**src/rtl/neighbor_table_scheduler_if.sv**
```systemverilog
// Requester-side bundle of the neighbor table scheduler: per-requester id/valid,
// one-hot accept, and the shared completion/status return.
interface neighbor_table_scheduler_if #(
  parameter int NUM_REQ = 4,
  parameter int ID_W    = 8
);
  localparam int IDX_W = $clog2(NUM_REQ);

  logic [NUM_REQ-1:0][ID_W-1:0] in_req_id;
  logic [NUM_REQ-1:0]           in_req_valid;
  logic [NUM_REQ-1:0]           out_req_ready;
  logic                         out_req_done;
  logic [IDX_W-1:0]             out_req_done_idx;
  logic [1:0]                   out_req_status;

  modport master (
    output in_req_id, in_req_valid,
    input  out_req_ready, out_req_done, out_req_done_idx, out_req_status
  );

  modport slave (
    input  in_req_id, in_req_valid,
    output out_req_ready, out_req_done, out_req_done_idx, out_req_status
  );
endinterface

```
**src/rtl/neighbor_table_scheduler.sv**
```systemverilog
// Round-robin front end for the neighbor table: each grant runs search-then-register
// and returns a status; table expiry events are queued in a small FWFT FIFO.
module neighbor_table_scheduler #(
  parameter int NUM_REQ   = 4,
  parameter int EVT_DEPTH = 4,
  parameter int ID_W      = 8
) (
  input  logic                   nocclk,
  input  logic                   rst_n,
  neighbor_table_scheduler_if.slave req,
  output logic [ID_W-1:0]        out_search_id,
  input  logic                   in_search_id_valid,
  output logic [ID_W-1:0]        out_register_id,
  output logic                   out_register_valid,
  input  logic                   in_register_ready,
  input  logic [ID_W-1:0]        in_invalid_id,
  input  logic                   in_invalid_id_valid,
  input  logic                   in_is_parent_id_invalid,
  output logic [ID_W-1:0]        out_evt_id,
  output logic                   out_evt_parent,
  output logic                   out_evt_valid,
  input  logic                   in_evt_ready,
  output logic                   out_evt_overflow
);
  localparam int IDX_W = $clog2(NUM_REQ);
  localparam int PTR_W = $clog2(EVT_DEPTH);
  localparam int CNT_W = PTR_W + 1;

  typedef enum logic [1:0] {IDLE, SEARCH, REGISTER, DONE} state_t;

  state_t           state_q, state_d;
  logic [ID_W-1:0]  id_q;
  logic [IDX_W-1:0] idx_q, last_q, gnt_idx, cand;
  logic             gnt_any, accept;
  logic [1:0]       status_q, status_d;

  // First valid requester after the previous grant, wrapping.
  always_comb begin
    gnt_any = 1'b0;
    gnt_idx = last_q;
    cand    = '0;
    for (int i = 1; i <= NUM_REQ; i++) begin
      cand = IDX_W'((int'(last_q) + i) % NUM_REQ);
      if (!gnt_any && req.in_req_valid[cand]) begin
        gnt_any = 1'b1;
        gnt_idx = cand;
      end
    end
  end

  always_comb begin
    state_d            = state_q;
    status_d           = status_q;
    accept             = 1'b0;
    req.out_req_ready  = '0;
    req.out_req_done   = 1'b0;
    out_register_valid = 1'b0;
    case (state_q)
      IDLE: if (gnt_any) begin
        accept                     = 1'b1;
        req.out_req_ready[gnt_idx] = 1'b1;
        state_d                    = SEARCH;
      end
      SEARCH: begin
        if (in_search_id_valid) begin
          status_d = 2'b01;
          state_d  = DONE;
        end else if (!in_register_ready) begin
          status_d = 2'b10;
          state_d  = DONE;
        end else begin
          state_d  = REGISTER;
        end
      end
      REGISTER: begin
        out_register_valid = 1'b1;
        status_d           = 2'b00;
        state_d            = DONE;
      end
      DONE: begin
        req.out_req_done = 1'b1;
        state_d          = IDLE;
      end
      default: state_d = IDLE;
    endcase
  end

  always_ff @(posedge nocclk) begin
    if (!rst_n) begin
      state_q  <= IDLE;
      id_q     <= '0;
      idx_q    <= '0;
      last_q   <= IDX_W'(NUM_REQ - 1);
      status_q <= 2'b00;
    end else begin
      state_q  <= state_d;
      status_q <= status_d;
      if (accept) begin
        id_q   <= req.in_req_id[gnt_idx];
        idx_q  <= gnt_idx;
        last_q <= gnt_idx;
      end
    end
  end

  assign out_search_id        = id_q;
  assign out_register_id      = id_q;
  assign req.out_req_done_idx = idx_q;
  assign req.out_req_status   = status_q;

  // Expiry-event FIFO; a pop frees the slot for a same-cycle push when full.
  logic [ID_W:0]    mem [EVT_DEPTH];
  logic [PTR_W-1:0] wr_ptr, rd_ptr;
  logic [CNT_W-1:0] cnt;
  logic             full, push, pop, ovf_q;

  assign full = (cnt == CNT_W'(EVT_DEPTH));
  assign pop  = (cnt != '0) && in_evt_ready;
  assign push = in_invalid_id_valid && (!full || pop);

  always_ff @(posedge nocclk) begin
    if (push) mem[wr_ptr] <= {in_invalid_id, in_is_parent_id_invalid};
  end

  always_ff @(posedge nocclk) begin
    if (!rst_n) begin
      wr_ptr <= '0;
      rd_ptr <= '0;
      cnt    <= '0;
      ovf_q  <= 1'b0;
    end else begin
      if (push) wr_ptr <= wr_ptr + 1'b1;
      if (pop)  rd_ptr <= rd_ptr + 1'b1;
      cnt <= cnt + CNT_W'(push) - CNT_W'(pop);
      if (in_invalid_id_valid && full && !pop) ovf_q <= 1'b1;
    end
  end

  assign {out_evt_id, out_evt_parent} = mem[rd_ptr];
  assign out_evt_valid                = (cnt != '0);
  assign out_evt_overflow             = ovf_q;
endmodule

```
**src/flat_wrapper.sv**
```systemverilog
// flat-port wrapper written by rule: the top's interface ports become plain ports
module neighbor_table_scheduler_flat 
#(
  parameter int NUM_REQ   = 4,
  parameter int EVT_DEPTH = 4,
  parameter int ID_W      = 8
)
  (nocclk, rst_n, out_search_id, in_search_id_valid, out_register_id, out_register_valid, in_register_ready, in_invalid_id, in_invalid_id_valid, in_is_parent_id_invalid, out_evt_id, out_evt_parent, out_evt_valid, in_evt_ready, out_evt_overflow, req_in_req_id, req_in_req_valid, req_out_req_ready, req_out_req_done, req_out_req_done_idx, req_out_req_status);
  neighbor_table_scheduler_if #(.NUM_REQ(NUM_REQ), .ID_W(ID_W)) req_i ();
  input  logic nocclk;
  input  logic rst_n;
  output logic [ID_W-1:0] out_search_id;
  input  logic in_search_id_valid;
  output logic [ID_W-1:0] out_register_id;
  output logic out_register_valid;
  input  logic in_register_ready;
  input  logic [ID_W-1:0] in_invalid_id;
  input  logic in_invalid_id_valid;
  input  logic in_is_parent_id_invalid;
  output logic [ID_W-1:0] out_evt_id;
  output logic out_evt_parent;
  output logic out_evt_valid;
  input  logic in_evt_ready;
  output logic out_evt_overflow;
  input wire logic [$bits(req_i.in_req_id)-1:0] req_in_req_id;
  input wire logic [$bits(req_i.in_req_valid)-1:0] req_in_req_valid;
  output wire logic [$bits(req_i.out_req_ready)-1:0] req_out_req_ready;
  output wire logic [$bits(req_i.out_req_done)-1:0] req_out_req_done;
  output wire logic [$bits(req_i.out_req_done_idx)-1:0] req_out_req_done_idx;
  output wire logic [$bits(req_i.out_req_status)-1:0] req_out_req_status;
  assign req_i.in_req_id = req_in_req_id;
  assign req_i.in_req_valid = req_in_req_valid;
  assign req_out_req_ready = req_i.out_req_ready;
  assign req_out_req_done = req_i.out_req_done;
  assign req_out_req_done_idx = req_i.out_req_done_idx;
  assign req_out_req_status = req_i.out_req_status;
  neighbor_table_scheduler #(.NUM_REQ(NUM_REQ), .EVT_DEPTH(EVT_DEPTH), .ID_W(ID_W)) u_core (.nocclk(nocclk), .rst_n(rst_n), .req(req_i), .out_search_id(out_search_id), .in_search_id_valid(in_search_id_valid), .out_register_id(out_register_id), .out_register_valid(out_register_valid), .in_register_ready(in_register_ready), .in_invalid_id(in_invalid_id), .in_invalid_id_valid(in_invalid_id_valid), .in_is_parent_id_invalid(in_is_parent_id_invalid), .out_evt_id(out_evt_id), .out_evt_parent(out_evt_parent), .out_evt_valid(out_evt_valid), .in_evt_ready(in_evt_ready), .out_evt_overflow(out_evt_overflow));
endmodule
```
**config.mk**
```make
export PLATFORM = sky130hd
export DESIGN_NAME = neighbor_table_scheduler_flat
export DESIGN_NICKNAME = d
export VERILOG_FILES = /design/src/rtl/neighbor_table_scheduler_if.sv /design/src/rtl/neighbor_table_scheduler.sv /design/src/flat_wrapper.sv
export SDC_FILE = /design/constraint.sdc
export NUM_CORES = 1
export LEC_CHECK = 0
export BUFFER_PORTS_ARGS = -buffer_cell sky130_fd_sc_hd__buf_4
export CAP_MARGIN = 20
export CELL_PAD_IN_SITES_DETAIL_PLACEMENT = 1
export CELL_PAD_IN_SITES_GLOBAL_PLACEMENT = 1
export CORE_ASPECT_RATIO = 1.4
export CORE_MARGIN = 2
export CORE_UTILIZATION = 40
export DETAILED_ROUTE_END_ITERATION = 12
export GPL_TIMING_DRIVEN = 0
export PLACE_DENSITY = 0.79
export SYNTH_ARGS = -nofsm -noshare
export SYNTH_HDL_FRONTEND = slang
export SYNTH_SLANG_ARGS = --single-unit
export TNS_END_PERCENT = 30
```
**constraint.sdc**
```tcl
create_clock -name nocclk -period 3 [get_ports nocclk]
set_clock_uncertainty 0.1 [all_clocks]
set_input_delay 0.15 -clock nocclk [delete_from_list [all_inputs] [get_ports nocclk]]
set_output_delay 0.15 -clock nocclk [all_outputs]
set_load 0.01 [all_outputs]
```
# After elaboration in Yosys (flattened, before gate mapping)
# Memory sizes are Yosys's and may differ from the RTL's. A register that Yosys moved wholly into a read port is not among the register bits.
# Cells that the tools add are included.
totals:
  out_inout_bits: 37
  n_memories: 1
  in_bits: 51
  register_bits: 24
  ramBits: 36
mem_list:
  columns: ["memory", "words", "width", "rd", "rd_clocked_by_memory_dff", "write_ports", "line_no", "text"]
  rows:
  - ["u_core.mem", 4, 9, 1, 1, 1, "neighbor_table_scheduler.sv:112", "logic [ID_W:0] mem [EVT_DEPTH];"]
op_classes:
  addsub: 8
  n_mux: 37
  reduce_logical: 18
  eq_ne: 6
  magnitude_cmp: 6
op_table:
  columns: ["cell", "n"]
  rows:
  - ["$mux 2", 10]
  - ["$bmux 8 s2", 1]
  - ["$mux 1", 16]
  - ["$lt 2x3->1 const B", 5]
  - ["$add 2x1->2 const B", 4]
  - ["$bmux 1 s2", 4]
  - ["$logic_and 1x1->1", 8]
  - ["$mux 4", 2]
  - ["$mux 8", 1]
  - ["$pmux 2 s4", 1]
  - ["$logic_not 1->1", 5]
  - ["$add 2x2->2 const B", 2]
  - ["$eq 2x2->1 const B", 2]
  - ["$pmux 2 s2", 1]
  - ["$add 3x1->3", 1]
  - ["$eq 3x3->1 const B", 1]
  - ["$ne 3x3->1 const B", 1]
  - ["$reduce_bool 3->1", 1]
  - ["$sub 3x1->3", 1]
  - ["$demux 1 s2", 1]
  - ["$eq 2x1->1 const B", 1]
  - ["$ge 2x1->1 const B", 1]
  - ["$logic_not 2->1", 1]
  - ["$ne 2x1->1 const B", 1]
  - ["other kinds (3)", 3]

# Longest topological paths before layout
# Gate-level depths: netlist of the first run.
depth:
  depth_word: 19
  depth_mapped: 10
  mapped_depth_nobuf: 10

# Worst setup path before layout of the first run
# Ideal clock, no wire load.
synth_timing:
  path_type: "reg-to-reg"
  from: "register u_core.cnt[2]"
  to: "register u_core.cnt[2]"
  arrival_time_ns: 2.230
  required_time_ns: 2.785
  path_buffers: 0
  stages_incl_launch_ff: 11
  slack_ns: 0.555
  period_less_slack_ns: 2.445
  cell_sequence: "dfxtp_1 -> or3_1 -> and2_1 -> ha_1 -> inv_1 -> ha_1 -> inv_1 -> fa_1 -> xnor2_1 -> xnor2_1 -> and2_1"
synth_via:
  elab_chain_cells: 6
  word_cells_on_any_way: 8
  classes_between: "add/sub (2); eq/ne (1); reduce/logical (5)"
synth_lines:
  columns: ["element", "line_no", "text"]
  rows:
  - ["start, declared", "neighbor_table_scheduler.sv:114", "logic [CNT_W-1:0] cnt;"]
  - ["start signal, assigned", "neighbor_table_scheduler.sv:134", "cnt <= cnt + CNT_W'(push) - CNT_W'(pop);"]
  - ["$reduce_bool 3->1 *", null, null]
  - ["via out_evt_valid", "flat_wrapper.sv:22", "output logic out_evt_valid;"]
  - ["$logic_and 1x1->1 *", "neighbor_table_scheduler.sv:118", "assign pop = (cnt != '0) && in_evt_ready;"]
  - ["via u_core.pop", "neighbor_table_scheduler.sv:115", "logic full, push, pop, ovf_q;"]
  - ["$logic_or 1x1->1", "neighbor_table_scheduler.sv:119", "assign push = in_invalid_id_valid && (!full || pop);"]
  - ["$logic_and 1x1->1", "neighbor_table_scheduler.sv:119", null]
  - ["$add 3x1->3", "neighbor_table_scheduler.sv:134", null]
  - ["$sub 3x1->3 *", "neighbor_table_scheduler.sv:134", null]
# Mark *: on every way through the listed nets, which the timed path passes. The rest lies on a longest branch.
# A chain may end at the register's enable or synchronous reset.

# Final worst setup path of the first run
layout_timing:
  from: "register u_core.cnt[2]"
  to: "register u_core.cnt[2]"
layout_via:
  elab_chain_cells: 6
  word_cells_on_any_way: 8
  classes_between: "add/sub (2); eq/ne (1); reduce/logical (5)"
layout_lines:
  columns: ["element", "line_no"]
  rows:
  - ["$reduce_bool 3->1 *", "neighbor_table_scheduler.sv:118"]
  - ["$logic_and 1x1->1 *", "neighbor_table_scheduler.sv:118"]
  - ["via u_core.pop", "neighbor_table_scheduler.sv:115"]
  - ["$logic_or 1x1->1", "neighbor_table_scheduler.sv:119"]
  - ["$logic_and 1x1->1", "neighbor_table_scheduler.sv:119"]
  - ["$add 3x1->3", "neighbor_table_scheduler.sv:134"]
  - ["$sub 3x1->3 *", "neighbor_table_scheduler.sv:134"]
# Marks and branches as above.

==> results of run 1 <==
-- layer usage --
| layer | GRT usage | routed length [µm] | vias to the layer above |
|---|---|---|---|
| met5 | 0 | 0 | - |
| met4 | 0.0627 | 143 | 0 |
| met3 | 0.0678 | 474 | 11 |
| met2 | 0.325 | 3650 | 85 |
| met1 | 0.185 | 2420 | 991 |
| li1 | - | - | 993 |
-- cells in the final DEF (no fill, tap or decap), types with 2 or more instances in the layout --
| master | Yosys | routed |
|---|---|---|
| inv_1 | 9 | 9 |
| a32oi_1 | 2 | 2 |
| o221ai_1 | 8 | 8 |
| nor2b_1 | 7 | 7 |
| and2_1 | 13 | 13 |
| nand2_1 | 5 | 5 |
| mux4_2 | 9 | 9 |
| nand2b_1 | 2 | 2 |
| buf_2 | 2 | 2 |
| a21oi_1 | 4 | 4 |
| o21ai_0 | 3 | 3 |
| buf_1 | 2 | 2 |
| clkbuf_8 | 0 | 9 |
| a21boi_0 | 3 | 3 |
| dlygate4sd3_1 | 0 | 10 |
| clkinvlp_4 | 0 | 3 |
| xnor2_1 | 4 | 4 |
| nor2_1 | 7 | 7 |
| edfxtp_1 | 36 | 36 |
| mux2i_1 | 19 | 19 |
| dfxtp_1 | 26 | 26 |
| ha_1 | 10 | 10 |
| bufinv_16 | 0 | 2 |
| clkbuf_1 | 4 | 4 |
| buf_6 | 2 | 2 |
| buf_4 | 8 | 94 |
| nand3_1 | 10 | 10 |
-- per-stage QoR --
stage / hold slack [ns] / setup WS, ns / util / total power [W] / cell area (µm²)
floorplan: 0.149 / 0.555 / - / 0.00196 / 2870
global placement: 0.253 / 0.555 / 0.523 / 0.00241 / 3630
detailed placement: 0.258 / 0.523 / 0.523 / 0.00244 / 3630
CTS: 0.0118 / 0.500 / 0.569 / 0.00327 / 3950
global route: 0.0260 / 0.386 / 0.569 / 0.00344 / 3950
finish: 0.0133 / 0.521 / 0.569 / 0.00323 / 3950
-- registers in the layout, indices dropped and copies added, names as in the netlist, named ones only --
register	count
u_core.state_q	2
u_core.wr_ptr	2
u_core.cnt	3
u_core.mem	36
u_core.out_evt_overflow	1
u_core.req.out_req_done_idx	2
u_core.last_q	2
u_core.out_register_id	8
u_core.rd_ptr	2
u_core.req.out_req_status	2
-- critical path, stage by stage, from the launching register on --
cell	delay (ns)
dfxtp_1	0.33
or3_1	0.38
and2_1	0.21
ha_1	0.29
inv_1	0.06
ha_1	0.13
inv_1	0.05
fa_1	0.40
xnor2_1	0.15
xnor2_1	0.13
and2_1	0.15
-- how the worst min path moves through the flow --
| stage | start | end | slack (ns) | cells past startpoint |
|---|---|---|---|---|
| after global routing | req_in_req_id[3] | u_core.out_register_id[3] | 0.03 | 3 |
| after CTS | req_in_req_id[30] | u_core.out_register_id[6] | 0.01 | 3 |
| after global placement | in_invalid_id[1] | u_core.mem[0][2] | 0.25 | 1 |
| after detailed placement | in_invalid_id[2] | u_core.mem[3][3] | 0.26 | 1 |
| final | req_in_req_id[30] | u_core.out_register_id[6] | 0.01 | 3 |
| after floorplan | in_is_parent_id_invalid | u_core.mem[0][0] | 0.15 | 0 |
-- power by group through the flow --
stage	logic, W	registers, W	clock network [W]
finish	0.00127	0.00115	0.000815
CTS	0.00130	0.00115	0.000826
global route	0.00141	0.00117	0.000860
floorplan	0.000796	0.00116	0
detailed placement	0.00128	0.00117	0
global placement	0.00125	0.00116	0
-- cell families after synthesis --
group	count (synthesis)
adders and majority gates	11
and+or+nand+nor	50
buffers and inverters	30
xor gates and xnor gates	5
AOI/OAI and AO/OA	27
muxes	28
DFF	62
-- area by class of cell --
class,count,area [µm²],area share
plain buffers,19,130,0.0329
clock buffers,9,124,0.0314
clock inverters,7,96.3,0.0244
inverters,11,43.8,0.0111
multi-input cells,121,1090,0.276
flip-flops and latches,62,1600,0.405
well taps,95,119,0.0301
repair buffers,96,746,0.189
-- what timing repair did --
item | 4_1_cts | 5_1_grt
setup buffers | 0 | 0
hold buffers | 10 | 0
endpoints found under the hold margin | 37 | 0
==> metrics.md, run 1 <==
| Metric | Value |
|---|---|
| Run status | complete, no violations |
| Reg clk slew, reported paths | 0.08 ns |
| Final nets | 382 |
| Drt pass-1 iters | 4 |
| CTS sink cnt | 62 |
| Flop-to-flop setup slack | 0.52 ns |
| DIE AREA | 0.00787 mm² |
| Clk Latency, worst-skew pair | 0.34 ns |
| Initial DRC count | 82 |
| # fillers | 774 |
| Synthesis Warnings | 0 |
| Crit path capture | u_core.cnt[2] |
| DR WL/cell | 15.9 µm |
| Yosys cell types | 41 |
| CTS Buf Count | 9 |
| Crit path from | u_core.cnt[2] |
| Largest net degree at the start of global routing | 13 |
| Remaining global-route overflow | 0 |
| Die Wd | 75.5 µm |
| RSZ-0062 raised after global routing | no |
| Initial antenna violation count | 0 |
| Max transition margin | 0.626 |
| HP Class | input pin to flop |
| Power Internal | 0.00219 W |
| Post-cts resize count | 0 |
| CTS Root Cell | clkbuf_8 |
| IO Port Bufs | 86 |
| Synth Area in XOR/XNOR | 0.0153 |
| DIE HEIGHT | 104 µm |
| Worst reg2reg path depth | 10 |
| Largest family of logic cells by synthesized area | multiplexers |
| Clock power frac | 0.252 |
| Share of the synthesized area in the top cell type | 0.377 |
| Max cap viols | 0 |
| # DRC | 0 |
| Boundary Pins | 88 |
| Fin Setup TNS | 0 ns |
| Worst-path maximum fanout | 3 |
| Post-Synth Simple-Gate Area | 0.103 |
| Combinational cell fraction of total power | 0.393 |
| Final HPWL DP | 4990 µm |
| FF-to-FF End | u_core.cnt[2] |
| Count leader, synth | edfxtp_1 |
| Mux share of post-synthesis cell area | 0.137 |
| Max-slew violations | 0 |
| Seq/Total Area, Yosys | 0.559 |
| EDFF count, synth | 36 |
| Transition time of the tightest slew-check pin | 0.560 ns |
| Vias post-DR | 2080 |
| Async SR Flop Fraction | 0 |
| TritonCTS clock tree | built |
| Synth top area cells | edfxtp_1 (38%), dfxtp_1 (18%), mux4_2 (7.1%) |
| Mean post-synth cell area | 13.5 µm² |
| Netlist Area Pre-Place | 0.00287 mm² |
| Final ANT Viol Nets | 0 |
| Number of global-route vias before repair | 2330 |
| H-tree depth | 3 |
| Mapped Cells | 213 |
| WS Path Type | flop to flop |
| Tcrit/Tclk final | 0.826 |
| Switch share | 0.324 |
| Rows | 36 |
| Power per cell area | 818 mW/mm² |
| Synth Area in Compound Gates | 0.0738 |
| Sequential power share | 0.354 |
| Post-synthesis adder-cell area fraction | 0.0507 |
| N_diodes | 0 |
| Synth cell count leaders | edfxtp_1 (36), dfxtp_1 (26), mux2i_1 (19) |
| Final wirelength | 6690 µm |
| Worst Setup End Kind | flop |
| Data arrival, critical path | 2.62 ns |
| NetSw | 0.00105 W |
| Yosys top cell by area | edfxtp_1 |
| Setup violators final | 0 |
| Max Fclk | 0.403 GHz |
| GP Congestion | 0.740 |
| Startpoint Class | flop |
| Lkg Pwr | 1.66 nW |
| Initial Util | 0.413 |
| R2r startpoint | u_core.cnt[2] |
| Syn-to-layout area delta | 37.9% |
| Area of the core | 0.00694 mm² |
| Placed Cells | 394 |
| Total GRT Usage | 0.182 |
| Fin crit period | 2.48 ns |
| WP data required | 3.14 ns |
| Share of cells above drive strength 1 | 0.406 |
| Primary FF master, synth | edfxtp_1 |
| Global-route wire length before repair | 10800 µm |
| Layout Cells excl Fill | 420 |
| Hold Vio Cnt, Final | 0 |
| Max Root-Sink Buffers | 2 |
| Maximum VDD drop | 0.418 mV |
| Synth Register Bits | 62 |
| Via density | 4.95 |
| Synthesized Nets | 275 |
Power figures use the tool's default switching activity.
==> inputs of run 2 (changes only) <==
- ABC_AREA: unset -> 1
- CORE_UTILIZATION: 40 -> 35
- PLACE_DENSITY: 0.79 -> 0.77
- clock period: 3 -> 2.22 ns (I/O delays scaled with it)
==> run 2 against run 1 <==
  * Die area rose by 26%
  * Via count rose by 39%
  * Worst hold slack improved by 0.0054 ns
  * Critical endpoint unchanged
  * Utilization fell by 4.7 points
  * Wire length rose by 33%
  * Critical path type unchanged
  * Global-route usage barely moved
  * Cell count rose by 44%
  * Synthesized cell count rose by 73%
==> metrics.md, run 2 <==
| Metric | Value |
|---|---|
| CP most frequent cell | inv_1 |
| Clk Latency, worst-skew pair | 0.32 ns (-0.02 ns) |
| Worst-path maximum fanout | 3 (unchanged) |
| Final HPWL DP | 6500 µm (+30%) |
| Vias post-DR | 2894 (+39%) |
| Netlist Area Pre-Place | 0.00319 mm² (+11%) |
| Initial DRC count | 146 (+78%) |
| CP top delay family | adder cells |
| Share of cells above drive strength 1 | 0.351 (-0.0553) |
| Run status | complete, no violations |
| DIE HEIGHT | 117 µm (+12%) |
| Final instance area | 0.00466 mm² (+18%) |
| Met2 Use GR | 0.352 (+0.0268) |
| Tot Pwr | 0.00658 W (+100%) |
| Placed cell area | 0.00398 mm² (+9.5%) |
| GP Congestion | 0.805 (+8.8%) |
| Hold Vio Cnt, Final | 0 (unchanged) |
| Mean post-synth cell area | 8.64 µm² (-36%) |
| Power Internal | 0.00382 W (+75%) |
| Sequential power share | 0.241 (-0.113) |
| Reg with most FFs | u_core.mem |
| CTS Root Cell | clkbuf_16 |
| Synth cell count leaders | nand2_1 (70), inv_1 (44), nand3_1 (41) |
| Worst path max stage delay | 0.38 ns (-0.02 ns) |
| Share of the synthesized area in the top cell type | 0.339 (-0.0382) |
| EDFF count, synth | 36 (unchanged) |
| Worst Setup End Kind | flop |
| Critical path, cell by cell | nor2_4 > nand2_1 > nand2_1 > inv_1 > ha_1 > inv_1 > ha_1 > inv_1 > fa_2 > xor2_2 > o21ai_1 > a21oi_1 |
| Clock power frac | 0.201 (-0.051) |
| Reg clk slew, reported paths | 0.05 ns (-0.03 ns) |
| Maximum VDD drop | 0.971 mV (+130%) |
| Worst path bufs/invs | 3 (+1) |
| Synthesized Nets | 431 (+57%) |
| Transition time of the tightest slew-check pin | 0.937 ns (+0.376 ns) |
| H-tree depth | 3 (unchanged) |
| Rows | 41 (+14%) |
| Most frequent cells in the layout | buf_4 (108), nand2_1 (62), inv_1 (42) |
| Initial Util | 0.357 (-0.0559) |
| # fillers | 1064 (+37%) |
| Max-slew violations | 0 (unchanged) |
| Met1 Usage GRT | 0.193 (+0.00833) |
| Final ANT Viol Nets | 0 (unchanged) |
| IO Port Bufs | 87 (+1.2%) |
| Combinational cell fraction of total power | 0.557 (+0.164) |
| Count leader, synth | nand2_1 |
| Largest register FFs | 36 (unchanged) |
| Area of the multi-input gates | 0.00144 mm² (+32%) |
| Synth top area cells | edfxtp_1 (34%), dfxtp_1 (16%), nand2_1 (8.2%) |
| Fin crit period | 2.15 ns (-0.327 ns) |
| Startpoint Class | flop |
| Primary FF master, synth | edfxtp_1 |
| Remaining global-route overflow | 0 (unchanged) |
| Crit-path slowest cell | fa_2 |
| Area of the core | 0.00893 mm² (+29%) |
| Max Fclk | 0.465 GHz (+15%) |
| Yosys top cell by area | edfxtp_1 |
| DR WL/cell | 14.8 µm (-7.0%) |
| Setup WS post-layout | 0.0681 ns (-0.453 ns) |
| Lkg Pwr | 2.16 nW (+30%) |
| Yosys cell types | 28 (-32%) |
| Mapped Cells | 369 (+73%) |
| Data arrival, critical path | 2.26 ns (-0.36 ns) |
| CTS Buf Count | 9 (unchanged) |
| Final nets | 553 (+45%) |
| Tcrit/Tclk final | 0.969 (+0.143) |
| Pre-CTS setup slack | -0.0223 ns (-0.545 ns) |
| Sequential Area | 0.00161 mm² (+0.39%) |
| Die Wd | 84.7 µm (+12%) |
| Seq/Total Area, Yosys | 0.502 (-0.0566) |
| Max Root-Sink Buffers | 2 (unchanged) |
| CTS sink cnt | 62 (unchanged) |
| Final wirelength | 8930 µm (+33%) |
| Drt pass-1 iters | 4 (unchanged) |
| Max transition margin | 0.373 (-0.253) |
| RSZ-0062 raised after global routing | yes |
| Commonest non-fill, non-tap cell in the layout | buf_4 |
| Max cap viols | 0 (unchanged) |
| GR peak layer | met2 |
| Global-route wire length before repair | 14100 µm (+31%) |
| Number of global-route vias before repair | 2983 (+28%) |
| Switch share | 0.419 (+0.0949) |
| Syn-to-layout area delta | 46.2% |
| Power per cell area | 1410 mW/mm² (+73%) |
| WP data required | 2.32 ns (-0.82 ns) |
| Via density | 4.80 (-3.1%) |
| Largest net degree at the start of global routing | 12 (-1) |
| DIE AREA | 0.00990 mm² (+26%) |
| Synth Register Bits | 62 (unchanged) |
| Met3 track demand over resource | 0.0428 (-0.0251) |
| # DRC | 0 (unchanged) |
| TritonCTS clock tree | built |
| Setup violators final | 0 (unchanged) |
| Async SR Flop Fraction | 0 (unchanged) |
| N_diodes | 0 (unchanged) |
| Final Util | 0.522 (-0.0474) |
| Total GRT Usage | 0.182 (about the same) |
| Initial antenna violation count | 0 (unchanged) |
| Boundary Pins | 88 (unchanged) |
| HP Class | input pin to flop |
| WS Path Type | flop to flop |
| Synthesis Warnings | 0 (unchanged) |
| NetSw | 0.00276 W (+160%) |
run 2: per-layer routing:
metal,vias to the layer above,part of all wire
met5,-,0
met4,0,0.015
met3,10,0.039
met2,65,0.56
met1,1365,0.38
li1,1454,-
run 2: worst register-to-register path: stages (launching register included):
cell	delay [ns]
dfxtp_2	0.35
nor2_4	0.12
nand2_1	0.07
nand2_1	0.06
inv_1	0.07
ha_1	0.29
inv_1	0.06
ha_1	0.13
inv_1	0.05
fa_2	0.38
xor2_2	0.17
o21ai_1	0.13
a21oi_1	0.05
run 2: path summary, 6_finish.rpt:
check	start	end	slack [ns]	cells after the start
hold reg to reg	u_core.out_evt_overflow	u_core.out_evt_overflow	0.36	2
setup / recovery	u_core.cnt[1]	u_core.cnt[2]	0.07	12
setup reg to reg	u_core.cnt[1]	u_core.cnt[2]	0.07	12
hold / removal	rst_n	u_core.out_register_id[7]	0.02	3
run 2: cells by family after synthesis:
family,share of synthesized area
DFF,0.502
buffers and inverters,0.0934
AOI/OAI and AO/OA,0.100
and+or+nand+nor,0.256
adders and majority gates,0.0455
xor gates and xnor gates,0.00275
run 2: layout make-up:
cell class / count / area share
flip-flops and latches: 62 / 0.345
multi-input cells: 243 / 0.309
repair buffers: 112 / 0.187
clock buffers: 10 / 0.0491
inverters: 47 / 0.0427
well taps: 107 / 0.0287
plain buffers: 16 / 0.0260
clock inverters: 6 / 0.0115
run 2: repair_timing:
item / 4_1_cts / 5_1_grt
endpoints found under the hold margin: 39 / 0
buffers inserted: 3 / 9
hold buffers: 13 / 0
pin swaps: 2 / 15
setup endpoints to repair: 8 / 14
gates resized for setup: 11 / 40
run 2: through the flow:
step                hold WS [ns]  instances  setup TNS (ns)
finish                    0.0188        603               0
floorplan                  0.110        369               0
detailed placement         0.221        563         -0.0223
global placement           0.211        563               0
CTS                      0.00431        595        -0.00384
global route              0.0519        603          -0.193
run 2: power groups by stage:
stage               Clock (W)  Sequential [W]  Combinational, W
global placement            0         0.00157           0.00298
finish                0.00133         0.00159           0.00367
detailed placement          0         0.00158           0.00306
floorplan                   0         0.00157           0.00204
CTS                   0.00136         0.00157           0.00328
global route          0.00141         0.00161           0.00408
